**config.mk**
```make
export PLATFORM = sky130hd
export DESIGN_NAME = pixel_write_buffer
export DESIGN_NICKNAME = d
export VERILOG_FILES = /design/src/rtl/pixel_write_buffer.sv
export SDC_FILE = /design/constraint.sdc
export NUM_CORES = 1
export LEC_CHECK = 0
export ABC_AREA = 1
export BUFFER_PORTS_ARGS = -buffer_cell sky130_fd_sc_hd__buf_2
export CAP_MARGIN = 40
export CORE_UTILIZATION = 65
export DETAILED_ROUTE_END_ITERATION = 8
export PLACE_DENSITY = 0.82
export SYNTH_ARGS = -nofsm -noshare
export SYNTH_HDL_FRONTEND = slang
export SYNTH_SLANG_ARGS = --single-unit
```
**constraint.sdc**
```tcl
create_clock -name clk -period 5.35 [get_ports clk]
set_clock_uncertainty 0.15 [all_clocks]
set_input_delay 1.07 -clock clk [delete_from_list [all_inputs] [get_ports clk]]
set_output_delay 1.07 -clock clk [all_outputs]
set_load 0.05 [all_outputs]
```
**src/rtl/pixel_write_buffer.sv**
```systemverilog
// pixel_write_buffer: accepts drawer pixel writes, queues on-screen pixels in a
// small FIFO, and streams them as linear-address writes to the bitmap memory.
// A hardware clear sweep fills the whole screen with one color on request.
module pixel_write_buffer #(
    parameter int DEPTH    = 8,
    parameter int SCREEN_W = 320,
    parameter int SCREEN_H = 240
) (
    input  logic        clk,
    input  logic        reset,
    input  logic        draw,
    input  logic [8:0]  x_in,
    input  logic [7:0]  y_in,
    input  logic [2:0]  color_in,
    output logic        full,
    output logic        empty,
    input  logic        clear_start,
    input  logic [2:0]  clear_color,
    output logic        clear_busy,
    output logic        clear_done,
    output logic        mem_we,
    output logic [16:0] mem_addr,
    output logic [2:0]  mem_data,
    input  logic        mem_ready,
    output logic [7:0]  drop_count
);

    localparam int              AW        = $clog2(DEPTH);
    localparam logic [AW:0]     FULL_CNT  = (AW+1)'(DEPTH);
    localparam logic [8:0]      X_LIM     = 9'(SCREEN_W);
    localparam logic [7:0]      Y_LIM     = 8'(SCREEN_H);
    localparam logic [16:0]     LAST_ADDR = 17'(SCREEN_W * SCREEN_H - 1);

    typedef struct packed {
        logic [8:0] x;
        logic [7:0] y;
        logic [2:0] color;
    } pix_t;

    typedef enum logic [1:0] {IDLE, WRITE, CLEAR} state_t;

    // y*320 + x built from shifts; the row stride is fixed at 320 pixels.
    function automatic logic [16:0] lin_addr(input logic [8:0] px, input logic [7:0] py);
        return ({9'd0, py} << 8) + ({9'd0, py} << 6) + {8'd0, px};
    endfunction

    pix_t          fifo_q [DEPTH];
    logic [AW-1:0] wr_ptr, rd_ptr;
    logic [AW:0]   count;
    pix_t          new_pix, head;

    state_t        state, state_n;
    logic          clr_pend, clr_pend_n, clr_accept;
    logic [2:0]    clr_color;
    logic          we_n, done_n;
    logic [16:0]   addr_n;
    logic [2:0]    data_n;
    logic          on_screen, push, pop, xfer;

    assign new_pix    = {x_in, y_in, color_in};
    assign head       = fifo_q[rd_ptr];
    assign full       = (count == FULL_CNT);
    assign on_screen  = (x_in < X_LIM) && (y_in < Y_LIM);
    assign push       = draw && !full && on_screen;
    assign xfer       = mem_we && mem_ready;
    assign clear_busy = (state == CLEAR);
    assign empty      = (count == '0) && !mem_we && (state != CLEAR);
    // A second clear request while one is queued or running is dropped.
    assign clr_accept = clear_start && (state != CLEAR) && !clr_pend;

    // FIFO storage; contents need no reset since occupancy gates every read.
    always_ff @(posedge clk) begin
        if (push) fifo_q[wr_ptr] <= new_pix;
    end

    // FIFO pointers and registered occupancy.
    always_ff @(posedge clk or posedge reset) begin
        if (reset) begin
            wr_ptr <= '0;
            rd_ptr <= '0;
            count  <= '0;
        end else begin
            if (push) wr_ptr <= wr_ptr + 1'b1;
            if (pop)  rd_ptr <= rd_ptr + 1'b1;
            if (push && !pop)      count <= count + 1'b1;
            else if (!push && pop) count <= count - 1'b1;
        end
    end

    // Saturating count of off-screen draws that were not blocked by full.
    always_ff @(posedge clk or posedge reset) begin
        if (reset)                                                 drop_count <= '0;
        else if (draw && !full && !on_screen && drop_count != 8'hFF) drop_count <= drop_count + 8'd1;
    end

    // Next-state and next-output logic for the write port sequencer.
    always_comb begin
        state_n    = state;
        we_n       = mem_we;
        addr_n     = mem_addr;
        data_n     = mem_data;
        done_n     = 1'b0;
        pop        = 1'b0;
        clr_pend_n = clr_pend;
        if (clr_accept) clr_pend_n = 1'b1;
        case (state)
            IDLE: begin
                if (clr_pend) begin
                    clr_pend_n = 1'b0;
                    state_n    = CLEAR;
                    we_n       = 1'b1;
                    addr_n     = '0;
                    data_n     = clr_color;
                end else if (count != '0) begin
                    pop     = 1'b1;
                    state_n = WRITE;
                    we_n    = 1'b1;
                    addr_n  = lin_addr(head.x, head.y);
                    data_n  = head.color;
                end
            end
            WRITE: begin
                if (xfer) begin
                    // A queued clear wins over remaining FIFO entries.
                    if (!clr_pend && count != '0) begin
                        pop    = 1'b1;
                        addr_n = lin_addr(head.x, head.y);
                        data_n = head.color;
                    end else begin
                        we_n    = 1'b0;
                        state_n = IDLE;
                    end
                end
            end
            CLEAR: begin
                if (xfer) begin
                    if (mem_addr == LAST_ADDR) begin
                        we_n    = 1'b0;
                        done_n  = 1'b1;
                        state_n = IDLE;
                    end else begin
                        addr_n = mem_addr + 17'd1;
                    end
                end
            end
            default: state_n = IDLE;
        endcase
    end

    // State, registered write port and clear bookkeeping.
    always_ff @(posedge clk or posedge reset) begin
        if (reset) begin
            state      <= IDLE;
            mem_we     <= 1'b0;
            mem_addr   <= '0;
            mem_data   <= '0;
            clear_done <= 1'b0;
            clr_pend   <= 1'b0;
            clr_color  <= '0;
        end else begin
            state      <= state_n;
            mem_we     <= we_n;
            mem_addr   <= addr_n;
            mem_data   <= data_n;
            clear_done <= done_n;
            clr_pend   <= clr_pend_n;
            if (clr_accept) clr_color <= clear_color;
        end
    end

endmodule

```
## Yosys cells after proc, flatten, opt, wreduce, memory -nomap -nowiden

Memories as Yosys holds them, arrays and structs flattened.
Index checks and enable logic that the tools add are counted.

| operators by class | value |
|---|---|
| equality and inequality tests | 13 |
| mux-type cells | 41 |
| reductions and logical operators | 29 |
| magnitude comparators | 2 |
| $add $sub $neg | 8 |

Operators with widths:

| kind | number |
|---|---|
| 2-to-1 mux 17 bit | 6 |
| one-hot mux 17 bit (3 select lines) | 1 |
| 2-to-1 mux 1 bit | 18 |
| adder 16 x 14 -> 17 bit | 1 |
| adder 17 x 1 -> 17 bit (second input constant) | 1 |
| adder 17 x 9 -> 17 bit | 1 |
| equality test 17 bit (second input constant) | 1 |
| logical AND 1 bit | 13 |
| 2-to-1 mux 2 bit | 6 |
| 2-to-1 mux 3 bit | 4 |
| AND reduction 6 bit | 2 |
| inequality test 2 bit (second input constant) | 5 |
| < comparator 9 bit (second input constant) | 1 |
| adder 8 x 1 -> 8 bit (second input constant) | 1 |
| < comparator 8 bit (second input constant) | 1 |
| 2-to-1 mux 4 bit | 2 |
| inequality test 8 bit (second input constant) | 1 |
| adder 3 x 1 -> 3 bit (second input constant) | 2 |
| logical NOT 1 bit | 6 |
| one-hot mux 2 bit (3 select lines) | 1 |
| one-hot mux 3 bit (2 select lines) | 1 |
| AND reduction 5 bit | 1 |
| adder 4 x 1 -> 4 bit (second input constant) | 1 |
| equality test 4 bit (second input constant) | 1 |
| 13 further kinds | 15 |

| storage, ports and cells | value |
|---|---|
| register bits after elaboration | 46 |
| memories | 1 |
| RAM bits | 160 |
| input bits | 28 |
| word-level logic and storage cells | 105 |

Memory list:

| memory | words | width | rd ports | clocked after memory_dff | wr ports | RTL line | text |
|---|---|---|---|---|---|---|---|
| fifo_q | 8 | 20 | 1 | 0 | 1 | 47 | `pix_t fifo_q [DEPTH];` |

## Longest topological paths before layout

| logic depth | value |
|---|---|
| depth after elaboration | 8 |
| mapped depth | 22 |
| depth with buffers taken out | 19 |

## Worst setup path after synthesis

No wires, ideal clock.

| timing | value |
|---|---|
| kind | reg2out |
| start | reg state[0] |
| end | out empty |
| required time | 4.130 ns |
| setup slack | 1.971 ns |
| stages on the path, launching flop included | 5 |
| data arrival time | 2.159 ns |
| cell sequence | dfrtp_1 inv_1 ha_1 buf_2 nor3_1 |

| between the ends | value |
|---|---|
| word-level cells in the longest chain between the ends | 2 |

Ends and longest elaborated chain:

| element | RTL line | text |
|---|---|---|
| from (decl) | 52 | `state_t state, state_n;` |
| from (signal assigned) | 161 | `state <= state_n;` |
| inequality test 2 bit | 67 | `assign empty = (count == '0) && !mem_we && (state != CLEAR);` |
| logical AND 1 bit | 67 |  |
| to (decl) | 16 | `output logic empty,` |

No other way between the ends.

## Worst setup path in the final report

| timing | value |
|---|---|
| start | reg rd_ptr[1] |
| end | reg mem_addr[13] |

| between the ends | value |
|---|---|
| word-level cells in the longest chain between the ends | 6 |
| elaborated cells between the ends (all ways) | 8 |

Ends and longest elaborated chain:

| element | RTL line | text |
|---|---|---|
| from (decl) | 48 | `logic [AW-1:0] wr_ptr, rd_ptr;` |
| from (signal assigned) | 84 | `if (pop) rd_ptr <= rd_ptr + 1'b1;` |
| memory read (8 x 20 bit) (*) | -- |  |
| adder 16 x 14 -> 17 bit | 44 | `return ({9'd0, py} << 8) + ({9'd0, py} << 6) + {8'd0, px};` |
| adder 17 x 9 -> 17 bit (*) | 44 |  |
| 2-to-1 mux 17 bit, on equally long branches | 125, 114 |  |
| 2-to-1 mux 17 bit, on equally long branches | 123, 108 |  |
| one-hot mux 17 bit (3 select lines) (*) | 106 | `case (state)` |
| to (signal assigned) | 163 | `mem_addr <= addr_n;` |
| to (decl) | 22 | `output logic [16:0] mem_addr,` |

Mark *: on every way between the ends. The rest lies on a longest branch, timed or not. The select of a mux whose other input is x is not followed.
A chain may end at the register's enable or synchronous reset.

==> impl_metrics.json <==
{
  "fp.dieW_um": 124,
  "r2r-start": "rd_ptr[1]",
  "setup_ws_ns": 1.39,
  "dp_hpwl_um": 13600,
  "drt_iter0_drc": 800,
  "rows": 44,
  "clock-root-buffer": "clkbuf_16",
  "r2r_slack_ns": 1.39,
  "min_period_over_period_pct": 74.0,
  "postSynthCellCount": 955,
  "start_util_pct": 66.7,
  "vias_per_cell": 5.92,
  "rr_endpoint": "mem_addr[13]",
  "rsz0062_at_grt": "false",
  "drive_gt1_share_pct": 13.7,
  "syn_nets": 1012,
  "postCtsSetupBuffers": 0,
  "die_h_um": 124,
  "ios": 61,
  "p_per_area_nw_per_um2": 390,
  "critPathBufInv": 3,
  "final_nets": 1073,
  "critPathRequiredTime_ns": 5.60,
  "cp_max_fo": 26,
  "ys_seq_elements": 206,
  "cts_buffers": 22,
  "gp_congestion": 0.889,
  "postRouteWirelength_um": 22000,
  "final_cells": 1215,
  "fmax_ghz": 0.252,
  "start_kind": "register",
  "cap_violations": 0,
  "ant_nets": 0,
  "async_reset_ff_share_pct": 22.3,
  "remaining_drc_errors": 0,
  "syn2layout_area_growth_pct": 12.5,
  "drv_slew": 0,
  "crit_arrival_ns": 4.21,
  "dieArea_sq_um": 15400,
  "clockBufferDepth": 3,
  "grt_pass1_wl_um": 34300,
  "clock-sinks": 206,
  "path_cells": "inv_1 -> buf_4 -> o21ai_0 -> o22ai_1 -> o21ai_0 -> fa_1 -> fa_1 -> inv_1 -> nand3_1 -> nand2_1 -> nand2_1 -> nand2_1 -> nand2_1 -> nand3_1 -> o21ai_0 -> nand2_1 -> nand2_1",
  "path_common_cell": "nand2_1",
  "fill_cells": 998,
  "finalSetupTns_ns": 0,
  "core_area_sq_um": 14500,
  "yosysSeqAreaShare_pct": 61.5,
  "antenna_found_initial": 1,
  "grt_pass1_vias": 6831,
  "crit_type": "reg -> reg",
  "avgSynthCellArea_sq_um": 10.1,
  "finalPower_mw": 4.26,
  "crit_family": "adder cells",
  "place_ws_ns": 1.48,
  "synthFlopType": "edfxtp_1",
  "relSlewSlack_pct": 39.3,
  "via_count": 7195,
  "first_pass_iters": 5,
  "final_common_cell": "nand2_1",
  "grt-ovfl-total": 0,
  "r2r_cells": 17,
  "clk_latency_ns": 0.53,
  "worst_slew_pin_slew_ns": 0.910,
  "cts_max_level": 1,
  "numPortBuffers": 60,
  "dp.cells": 1176,
  "status": "completed",
  "finalHoldViolCount": 0,
  "hp-class": "in -> async",
  "postCtsHoldBufs": 0,
  "clk_transition_reported_paths_ns": 0.06,
  "post_drt_wl_per_cell_um": 18.1,
  "cts_tree": "done",
  "yosysWarnings": 0,
  "endpoint_kind": "register",
  "cp_slowest_cell": "dfrtp_1",
  "grtUsageTotal_pct": 29.7,
  "grt_max_degree": 82,
  "synth_cell_types": 39,
  "antenna_cells": 0,
  "syn_area_sq_um": 9690,
  "slowest_delay_ns": 0.93,
  "fin_crit_ns": 3.96,
  "mostFrequentLayoutCells": "167 x nand2_1, 160 x edfxtp_1, 149 x nor2_1",
  "ir_drop_mv": 0.296,
  "cts_resized": 0,
  "setup_viol": 0,
  "leakage_nw": 4.49,
  "synth_edf_count": 160
}
## layer usage
layer	share of wire (%)	track usage, %
met1	40	39.0
met2	49	47.9
met3	7.5	5.13
met4	3.6	15.0
met5	0	0
## registers in the layout, summed over array words and instances (netlist names)
register	flops
mem_addr	17
fifo_q	160
rd_ptr	3
wr_ptr	3
clear_done	1
count	4
mem_data	3
clr_color	3
clr_pend	1
state	2
drop_count	8
mem_we	1
## power by group
part | switching, mW | internal (mW)
Clock | 0.622 | 0.858
Sequential | 0.119 | 1.91
Combinational | 0.540 | 0.205
## worst max-delay path by stage
stage / start / end / slack [ns] / cells past startpoint
finish: rd_ptr[1] / mem_addr[13] / 1.39 / 17
global route: rd_ptr[1] / mem_addr[13] / 1.10 / 17
CTS: rd_ptr[1] / mem_addr[13] / 1.42 / 17
detailed placement: rd_ptr[1] / mem_addr[13] / 1.48 / 17
global placement: rd_ptr[0] / mem_addr[13] / 1.49 / 20
floorplan: state[0] / empty / 1.97 / 4
## per-stage QoR
| step | hold slack (ns) | instance area, sq um | util, % |
|---|---|---|---|
| after floorplan | 0.292 | 9690 | - |
| final | 0.320 | 10900 | 75.0 |
| after detailed placement | 0.312 | 10200 | 70.2 |
| after CTS | 0.318 | 10900 | 75.0 |
| after global routing | 0.341 | 10900 | 75.0 |
| after global placement | 0.306 | 10100 | 69.7 |
## layout make-up
class / count / area [sq um] / area share [%]
inverter: 83 / 312 / 2.86
sequential: 206 / 5960 / 54.6
multi-input combinational: 628 / 3240 / 29.7
tap: 184 / 230 / 2.11
timing repair buffer: 75 / 458 / 4.20
clock buffer: 26 / 566 / 5.19
clock inverter: 13 / 139 / 1.27
## kinds of logic (layout without fill, tap and decap cells)
logic type,count (synthesis),in the layout,share of synthesized area [%]
AOI/OAI and AO/OA,155,155,8.82
xor gates and xnor gates,15,15,1.36
adders and majority gates,29,29,3.98
buffers and inverters,121,197,5.28
DFF,206,206,61.5
muxes,3,3,0.349
and+or+nand+nor,426,426,18.8
## Yosys cell counts (2+ instances only)
cell / n / area share [%]
edfxtp_1: 160 / 50
a21oi_1: 18 / 0.93
buf_6: 2 / 0.23
clkbuf_1: 10 / 0.39
o211ai_1: 16 / 1.2
nor2_4: 2 / 0.23
a31oi_1: 7 / 0.45
buf_4: 4 / 0.31
inv_1: 82 / 3.2
nand3_1: 59 / 3.0
nand2_1: 167 / 6.5
nand2_2: 6 / 0.39
nand4_1: 10 / 0.65
nand3_2: 2 / 0.21
ha_1: 26 / 3.4
fa_1: 3 / 0.62
nor2_1: 157 / 6.1
nor2_2: 5 / 0.32
mux2_2: 3 / 0.35
o22ai_1: 12 / 0.77
o21ai_1: 6 / 0.31
nor3_1: 6 / 0.31
xor2_1: 10 / 0.90
nand3b_1: 7 / 0.54
xnor2_1: 5 / 0.45
dfrtp_1: 46 / 12
o21ai_0: 92 / 4.8
buf_2: 21 / 1.1
## worst reg2reg max path: cells and delay by family (launching register included)
family	cells	cell delay (ns)
adders and majority gates	2	1.01
DFF	1	0.93
buffers and inverters	3	0.66
AOI/OAI and AO/OA	4	0.57
and+or+nand+nor	8	0.53
Note: power is estimated with default switching activity, not from simulation.
